**src/rtl/ucie_sb_tx_arb.sv**
```systemverilog
// rtl/ucie_sb_tx_arb.sv - round-robin sideband packet arbiter and LSB-first serializer
`timescale 1ns/1ps
module ucie_sb_tx_arb #(
  parameter int NUM_REQ = 2,
  parameter int PKT_W   = 64,
  parameter int GAP_UI  = 32
) (
  input  logic                     clk,
  input  logic                     reset_n,
  input  logic                     sb_en,
  input  logic [NUM_REQ-1:0]       req_valid,
  input  logic [NUM_REQ*PKT_W-1:0] req_pkt,
  output logic [NUM_REQ-1:0]       req_ready,
  output logic                     sbtx_data,
  output logic                     sbtx_clk_en,
  output logic                     busy,
  output logic [1:0]               gnt_id,
  output logic                     pkt_done
);

  localparam int MAX_W = (PKT_W > GAP_UI) ? PKT_W : GAP_UI;
  localparam int CNT_W = (MAX_W > 1) ? $clog2(MAX_W) : 1;
  localparam logic [CNT_W-1:0] LAST_BIT = CNT_W'(PKT_W - 1);
  localparam logic [CNT_W-1:0] PRE_LAST = CNT_W'(PKT_W - 2);
  localparam logic [CNT_W-1:0] LAST_GAP = CNT_W'(GAP_UI - 1);

  typedef enum logic [1:0] {IDLE, SHIFT, GAP} state_t;

  state_t             state;
  logic [CNT_W-1:0]   cnt;
  logic [PKT_W-1:0]   sreg;
  logic [1:0]         ptr;
  logic               win_found;
  logic [1:0]         win_id;
  logic [PKT_W-1:0]   win_pkt;
  logic               grant_ok;

  // Search starts one past the last winner so every requester gets a turn.
  always_comb begin
    win_found = 1'b0;
    win_id    = ptr;
    for (int k = 1; k <= NUM_REQ; k++) begin
      for (int i = 0; i < NUM_REQ; i++) begin
        if (!win_found && req_valid[i] && (i == ((int'(ptr) + k) % NUM_REQ))) begin
          win_found = 1'b1;
          win_id    = 2'(i);
        end
      end
    end
  end

  always_comb begin
    win_pkt = '0;
    for (int i = 0; i < NUM_REQ; i++) begin
      if (win_id == 2'(i)) win_pkt = req_pkt[i*PKT_W +: PKT_W];
    end
  end

  assign grant_ok = reset_n && sb_en && (state == IDLE) && win_found;
  assign busy     = (state != IDLE);

  always_comb begin
    req_ready = '0;
    for (int i = 0; i < NUM_REQ; i++) begin
      if (grant_ok && (win_id == 2'(i))) req_ready[i] = 1'b1;
    end
  end

  // Bit 0 goes out with the first SHIFT cycle, so the shifter holds the rest.
  always_ff @(posedge clk) begin
    if (!reset_n) begin
      state       <= IDLE;
      cnt         <= '0;
      sreg        <= '0;
      ptr         <= 2'(NUM_REQ - 1);
      gnt_id      <= 2'd0;
      sbtx_clk_en <= 1'b0;
      sbtx_data   <= 1'b0;
      pkt_done    <= 1'b0;
    end else begin
      case (state)
        IDLE: begin
          pkt_done <= 1'b0;
          if (grant_ok) begin
            state       <= SHIFT;
            cnt         <= '0;
            sreg        <= win_pkt >> 1;
            sbtx_data   <= win_pkt[0];
            sbtx_clk_en <= 1'b1;
            gnt_id      <= win_id;
            ptr         <= win_id;
          end
        end
        SHIFT: begin
          if (cnt == LAST_BIT) begin
            state       <= GAP;
            cnt         <= '0;
            sbtx_clk_en <= 1'b0;
            sbtx_data   <= 1'b0;
            pkt_done    <= 1'b0;
          end else begin
            cnt       <= cnt + 1'b1;
            sbtx_data <= sreg[0];
            sreg      <= sreg >> 1;
            pkt_done  <= (cnt == PRE_LAST);
          end
        end
        GAP: begin
          if (cnt == LAST_GAP) begin
            state <= IDLE;
            cnt   <= '0;
          end else begin
            cnt <= cnt + 1'b1;
          end
        end
        default: begin
          state <= IDLE;
          cnt   <= '0;
        end
      endcase
    end
  end

endmodule

```
**config.mk**
```make
export PLATFORM = sky130hd
export DESIGN_NAME = ucie_sb_tx_arb
export DESIGN_NICKNAME = d
export VERILOG_FILES = /design/src/rtl/ucie_sb_tx_arb.sv
export SDC_FILE = /design/constraint.sdc
export NUM_CORES = 1
export LEC_CHECK = 0
export CORE_ASPECT_RATIO = 0.7
export CORE_UTILIZATION = 68
export CTS_CLUSTER_DIAMETER = 80
export CTS_CLUSTER_SIZE = 12
export DETAILED_ROUTE_END_ITERATION = 12
export DONT_BUFFER_PORTS = 1
export PLACE_DENSITY = 0.84
export SETUP_SLACK_MARGIN = 0.05
export SYNTH_ARGS = -nofsm -noshare
export SYNTH_HDL_FRONTEND = slang
export SYNTH_SLANG_ARGS = --single-unit
```
**constraint.sdc**
```tcl
create_clock -name clk -period 4.08 [get_ports clk]
set_input_delay 0.612 -clock clk [delete_from_list [all_inputs] [get_ports clk]]
set_output_delay 0.612 -clock clk [all_outputs]
set_load 0.01 [all_outputs]
```
==> results of run 1 <==
==> synth_stat cells, drive strengths merged (3+ instances only) <==
master   count  share of area, %
nand4        7               1.2
nand2b       3              0.53
nand2       14               1.5
a31oi        5              0.88
o2bb2ai     62                15
nor2        10               1.1
nand3        5              0.70
and3         3              0.53
a21oi       11               2.2
a222oi      62                17
o21ai        8               1.1
buf         25               3.8
ha           6               2.1
dfxtp       77                43
clkbuf      16               1.7
inv          5              0.53
==> final cells by class <==
cell class	count	share of cell area, %
Clock buffer	10	3.47
Clock inverter	6	1.06
Inverter	6	0.613
Multi-Input combinational cell	220	49.4
Sequential cell	77	41.9
Tap cell	69	2.35
Timing Repair Buffer	6	1.23
==> cell families (layout without fill, tap and decap cells) <==
family,Yosys count,after routing
flops,77,77
mux,2,2
buf+inv,47,28
fa+ha+maj,6,6
compound gates,161,161
simple gates,51,51
==> power breakdown <==
| group | leakage, nW | total (W) | internal [W] | switching, W |
|---|---|---|---|---|
| sequential | 0.629 | 0.00117 | 0.00101 | 0.000156 |
| clock | 0.0824 | 0.000494 | 0.000220 | 0.000275 |
| combinational | 0.504 | 0.000748 | 0.000301 | 0.000447 |
| total | 1.22 | 0.00241 | 0.00153 | 0.000878 |
==> registers in the layout (all words and copies together) (netlist names) <==
signal       flops
cnt              6
state            2
sbtx_data        1
gnt_id           2
sreg            63
sbtx_clk_en      1
ptr              1
pkt_done         1
==> path summary, 6_finish.rpt <==
path               endpoint  slack, ps  depth (start not counted)      from
hold / removal    sbtx_data        410                          2   reset_n
setup / recovery   sreg[43]       1470                          6  state[1]
hold reg to reg    sreg[48]        470                          1  sreg[48]
setup reg to reg   sreg[43]       1470                          6  state[1]
==> through the flow <==
stage	hold WS (ps)	power [W]	std cells	setup WS, ps
floorplan	431	0.00176	344	2090
detailed placement	445	0.00191	378	1470
finish	408	0.00241	394	1470
global route	404	0.00256	394	1280
global placement	443	0.00188	378	1550
CTS	389	0.00241	394	1440
==> per-layer routing <==
layer,share of wire [%],wire length (um),track usage (%)
met2,44,3780,45.9
met3,11,995,11.5
met1,43,3750,41.5
met5,0,0,0
met4,1.5,133,11.1
==> reports/qor.csv, run 1 <==
stage,metric,value,unit
synthesis,synth-xor-area-share,0,%
clock_tree,cts_tree,done,
sta,tightest_slew,1150,ps
global_route,antenna_found_initial,0,
setup_path,crit_path_start_kind,flip-flop,
clock_tree,hold_buffers,0,
synthesis,synth_ff_type,dfxtp_1,
placed_design,dp_hpwl,5780,um
synthesis,synth_async_sr_flop_share,0,%
layout,final_nets,459,
setup_path,crit_path_top_delay_cell,o211ai_4,
sta,max_freq,383,MHz
detailed_routing,drtIter0Drc,431,
layout,fillCellCount,383,
clock_tree,postCtsSetupBuffers,0,
sta,slew_viol_final,0,
synthesis,syn-cell-area,3560,um2
layout,seq_area,1540,um2
setup_path,end_kind,flip-flop,
outcome,status,finished clean,
detailed_routing,wire_per_inst,22.0,um
detailed_routing,num_vias,3117,
synthesis,synthSimpleGateAreaFrac,7.48,%
clock_tree,cts_resized,0,
setup_path,cp_data_required_time,4310,ps
layout,fin_util,74.8,%
sta,fin_crit,2610,ps
clock_tree,htreeDepth,3,
setup_path,critPathTopFamily,compound AO/OA/AOI/OAI gates,
sta,final-hold-violation-count,0,
floorplanning,die_area,5540,um2
synthesis,synth_fa_ha_area_share,2.11,%
detailed_routing,vias_per_cell,7.91,
setup_path,critPathMaxStageDelay,810,ps
synthesis,muxShareOfSynthArea,0.597,%
setup_path,crit_type,reg2reg,
synthesis,synth_cell_types,44,
pwr,leakage,1.22,nW
detailed_routing,drc,0,
synthesis,synth_top_family_by_area,compound AO/OA/AOI/OAI gates,
placed_design,io_buffer_count,0,
clock_tree,clkTransAtPathRegs,80,ps
clock_tree,clkLatencyLatePin,340,ps
setup_path,cp.buffers_inverters,2,
setup_path,critical_path.cell_chain,inv_1 -> ha_2 -> nor2_1 -> o211ai_4 -> buf_4 -> o2bb2ai_1,
synthesis,syn_inst,344,
hold_path,hp-class,in2reg,
detailed_routing,detail-route-antenna-nets,0,
floorplanning,ios,141,
placed_design,placedInstanceArea,3510,um2
layout,final_cell_mix,"dfxtp_1 (77), a222oi_1 (62), o2bb2ai_1 (62)",
global_route,grt_start_max_net_pins,63,
layout,final_common_cell,dfxtp_1,
floorplanning,num_rows,21,
synthesis,synth_area_per_cell,10.4,um2
setup_path,arrival,2840,ps
sta,clock-skew-final,4.75,ps
layout,area_delta_synth_final,3.16,%
floorplanning,chipHeight,62.6,um
floorplanning,start_util,72.5,%
pwr,power_density,655,nW/um2
placed_design,gp_congestion,0.890,
floorplanning,coreArea,4910,um2
global_route,grt_pass1_wl,13300,um
run,drv_cap,0,
setup_path,critPathMaxFanout,40,
sta,setup_viol,0,
global_route,grt_usage,31.1,%
clock_tree,clockBufferDepth,2,
synthesis,synth_compound_area_share,40.4,%
synthesis,synth_edf_count,0,
sta,maxSlewHeadroom,23.6,%
synthesis,ys_seq_area_share,43.3,%
detailed_routing,wirelength,8660,um
layout,design_area,3680,um2
clock_tree,ctsRootBufferMaster,clkbuf_8,
detailed_routing,drt-pass1-iter-count,6,
synthesis,syn-num-nets,483,
sta,tns,0,ps
layout,antenna_cells,0,
synthesis,ys_ff_latch,77,
layout,multi_input_area,1810,um2
global_route,grt-ovfl-total,0,
layout,drive_gt1_share,10.2,%
clock_tree,numCtsBuffers,9,
sta,rsz0062_at_grt,no,
sta,fin_crit_sh,64.0,%
global_route,grt_pass1_vias,2659,
clock_tree,clock-sinks,77,
synthesis,yosys_warnings,0,
pwr,peakVddDrop,0.000348,V
floorplanning,chipWidth,88.5,um
No activity file was read; power rests on OpenSTA's default activity.
==> run 2, diff against run 1 <==
--- a/config.mk
+++ b/config.mk
@@ -6,12 +6,12 @@
 export NUM_CORES = 1
 export LEC_CHECK = 0
 export CORE_ASPECT_RATIO = 0.7
-export CORE_UTILIZATION = 68
+export CORE_UTILIZATION = 57
 export CTS_CLUSTER_DIAMETER = 80
 export CTS_CLUSTER_SIZE = 12
 export DETAILED_ROUTE_END_ITERATION = 12
 export DONT_BUFFER_PORTS = 1
-export PLACE_DENSITY = 0.84
+export PLACE_DENSITY = 0.75
 export SETUP_SLACK_MARGIN = 0.05
 export SYNTH_ARGS = -nofsm -noshare
 export SYNTH_HDL_FRONTEND = slang
==> constraint.sdc (replaced) <==
create_clock -name clk -period 2.35 [get_ports clk]
set_input_delay 0.3525 -clock clk [delete_from_list [all_inputs] [get_ports clk]]
set_output_delay 0.3525 -clock clk [all_outputs]
set_load 0.01 [all_outputs]
==> reports/qor.csv, run 2 (synthesis results as in run 1) <==
stage,metric,value,unit,change
pwr,swShare,34.7,%,-1.7 points
clock_tree,clockBufferDepth,2,,unchanged
pwr,switching_power,0.00155,W,+76%
layout,fin_util,64.6,%,-10 points
layout,drive_gt1_share,12.2,%,+2.0 points
setup_path,end_kind,output port,,
setup_path,crit_path_start_kind,flip-flop,,
detailed_routing,vias_per_cell,7.46,,-5.7%
setup_path,regToRegStartpoint,cnt[0],,
sta,tightest_slew,543,ps,-603 ps
sta,holdWs,143,ps,-265 ps
layout,final_common_cell,dfxtp_1,,
setup_path,critPathTopFamily,simple AND/OR/NAND/NOR gates,,
setup_path,cp_data_required_time,2000,ps,-2310 ps
sta,fin_crit,2130,ps,
layout,area_delta_synth_final,6.50,%,
clock_tree,htreeDepth,3,,unchanged
floorplanning,start_util,60.7,%,-12 points
global_route,grt_usage,24.8,%,-6.3 points
clock_tree,numCtsBuffers,9,,unchanged
placed_design,dp_hpwl,5720,um,-1.0%
global_route,grt_start_max_net_pins,56,,-11%
hold_path,min_from,reset_n,,
sta,rsz0062_at_grt,no,,
detailed_routing,drc,0,,unchanged
sta,final-hold-violation-count,0,,unchanged
layout,multi_input_area,1820,um2,+0.28%
pwr,pwr-share-comb,30.1,%,-1.0 points
layout,final_cell_mix,"dfxtp_1 (77), a222oi_1 (62), o2bb2ai_1 (62)",,
layout,top_register,sreg,,
setup_path,crit_type,reg2out,,
global_route,grt_pass1_wl,12300,um,-7.6%
setup_path,critPathMaxFanout,6,,-85%
hold_path,hp-class,in2reg,,
placed_design,dpl_worst_slack,344,ps,-1120 ps
layout,fillCellCount,483,,+26%
placed_design,io_buffer_count,0,,unchanged
floorplanning,die_area,6580,um2,+19%
detailed_routing,num_vias,3013,,-3.3%
setup_path,r2r_end,sreg[4],,
sta,max_freq,469,MHz,
floorplanning,ios,141,,unchanged
setup_path,critPathMaxStageDelay,360,ps,-450 ps
pwr,power_density,1170,nW/um2,+79%
floorplanning,coreArea,5870,um2,+19%
layout,final_nets,464,,+1.1%
clock_tree,clkLatencyLatePin,350,ps,about the same
detailed_routing,wirelength,8490,um,-1.9%
setup_path,cp.buffers_inverters,2,,unchanged
sta,tns,0,ps,unchanged
hold_path,whs_endpoint,state[0],,
placed_design,gp_congestion,0.875,,-1.7%
detailed_routing,drtIter0Drc,355,,-18%
pwr,peakVddDrop,0.000706,V,+100%
layout,seq_area,1540,um2,unchanged
global_route,grt-ovfl-total,0,,unchanged
run,drv_cap,0,,unchanged
setup_path,arrival,1780,ps,-1060 ps
clock_tree,clock-sinks,77,,unchanged
sta,fin_ws,219,ps,-1250 ps
hold_path,min_path_cells,2,,unchanged
setup_path,critical_path.cell_chain,inv_1 -> ha_2 -> inv_1 -> or2_2 -> a21oi_1,,
setup_path,worstRegToRegCells,6,,unchanged
setup_path,crit_path_frequent_cell,inv_1,,
clock_tree,clkTransAtPathRegs,80,ps,about the same
floorplanning,num_rows,23,,+9.5%
floorplanning,chipWidth,96.5,um,+9.0%
floorplanning,chipHeight,68.2,um,+8.9%
global_route,antenna_found_initial,0,,unchanged
pwr,pwr-share-seq,45.5,%,-2.9 points
global_route,grt_pass1_vias,2582,,-2.9%
sta,slew_viol_final,0,,unchanged
detailed_routing,drt-pass1-iter-count,8,,+2
detailed_routing,wire_per_inst,21.0,um,-4.3%
layout,antenna_cells,0,,unchanged
clock_tree,postCtsSetupBuffers,0,,unchanged
setup_path,r2r_slack,320,ps,-1150 ps
pwr,clockPowerShare,24.4,%,+3.9 points
sta,clock-skew-final,9.82,ps,+5.08 ps
detailed_routing,detail-route-antenna-nets,0,,unchanged
setup_path,crit_path_top_delay_cell,or2_2,,
outcome,status,finished clean,,
layout,largest_reg_flops,63,,unchanged
clock_tree,ctsRootBufferMaster,clkbuf_8,,
sta,fin_crit_sh,90.7,%,
pwr,p_int,0.00290,W,+90%
clock_tree,cts_resized,0,,unchanged
layout,reg_top3,"sreg x63, cnt x6",,
sta,setup_viol,0,,unchanged
sta,maxSlewHeadroom,63.8,%,+40 points
clock_tree,cts_tree,done,,
clock_tree,hold_buffers,0,,unchanged
pwr,leakage,1.27,nW,+4.6%
-- run 2: changes by cell type in the layout (fill, tap and decap cells not counted), sizes merged --
cell,change
buf,+5
bufinv,+2
clkbuf,-1
clkinv,-1
clkinvlp,-1
-- run 2: cell type report --
cell class / instances / share of cell area [%]
inverters: 6 / 0.593
clock inverters: 6 / 2.27
clock buffers: 9 / 3.26
flip-flops and latches: 77 / 40.6
multi-input cells: 220 / 47.9
repair buffers: 11 / 2.84
well taps: 75 / 2.47
-- run 2: stage by stage --
step           total power, W  instances  cell area, um2
6_report              0.00445        404            3790
5_1_grt               0.00472        404            3790
4_1_cts               0.00445        404            3790
3_5_place_dp          0.00337        389            3580
3_3_place_gp          0.00333        389            3580
2_1_floorplan         0.00306        344            3560
-- run 2: how the worst max path moves through the flow --
stage,startpoint,endpoint,cells past startpoint
floorplan,cnt[1],sreg[0],6
global placement,state[0],sreg[4],7
detailed placement,state[0],sreg[4],7
CTS,state[0],req_ready[1],5
global route,state[1],req_ready[1],5
finish,state[0],req_ready[1],5
-- run 2: power groups by stage --
stage	logic (W)	clock network, W	registers, W
5_1_grt	0.00148	0.00117	0.00207
6_report	0.00134	0.00109	0.00202
2_1_floorplan	0.00110	0	0.00195
3_5_place_dp	0.00134	0	0.00203
3_3_place_gp	0.00130	0	0.00203
4_1_cts	0.00133	0.00111	0.00201
-- run 2: per-layer routing --
layer | vias to the layer above | global-route usage, % | part of all wire, %
met5 | - | 0 | 0
met4 | 0 | 5.15 | 1.1
met3 | 10 | 10.0 | 10
met2 | 180 | 35.7 | 43
met1 | 1403 | 34.8 | 46
li1 | 1420 | - | -
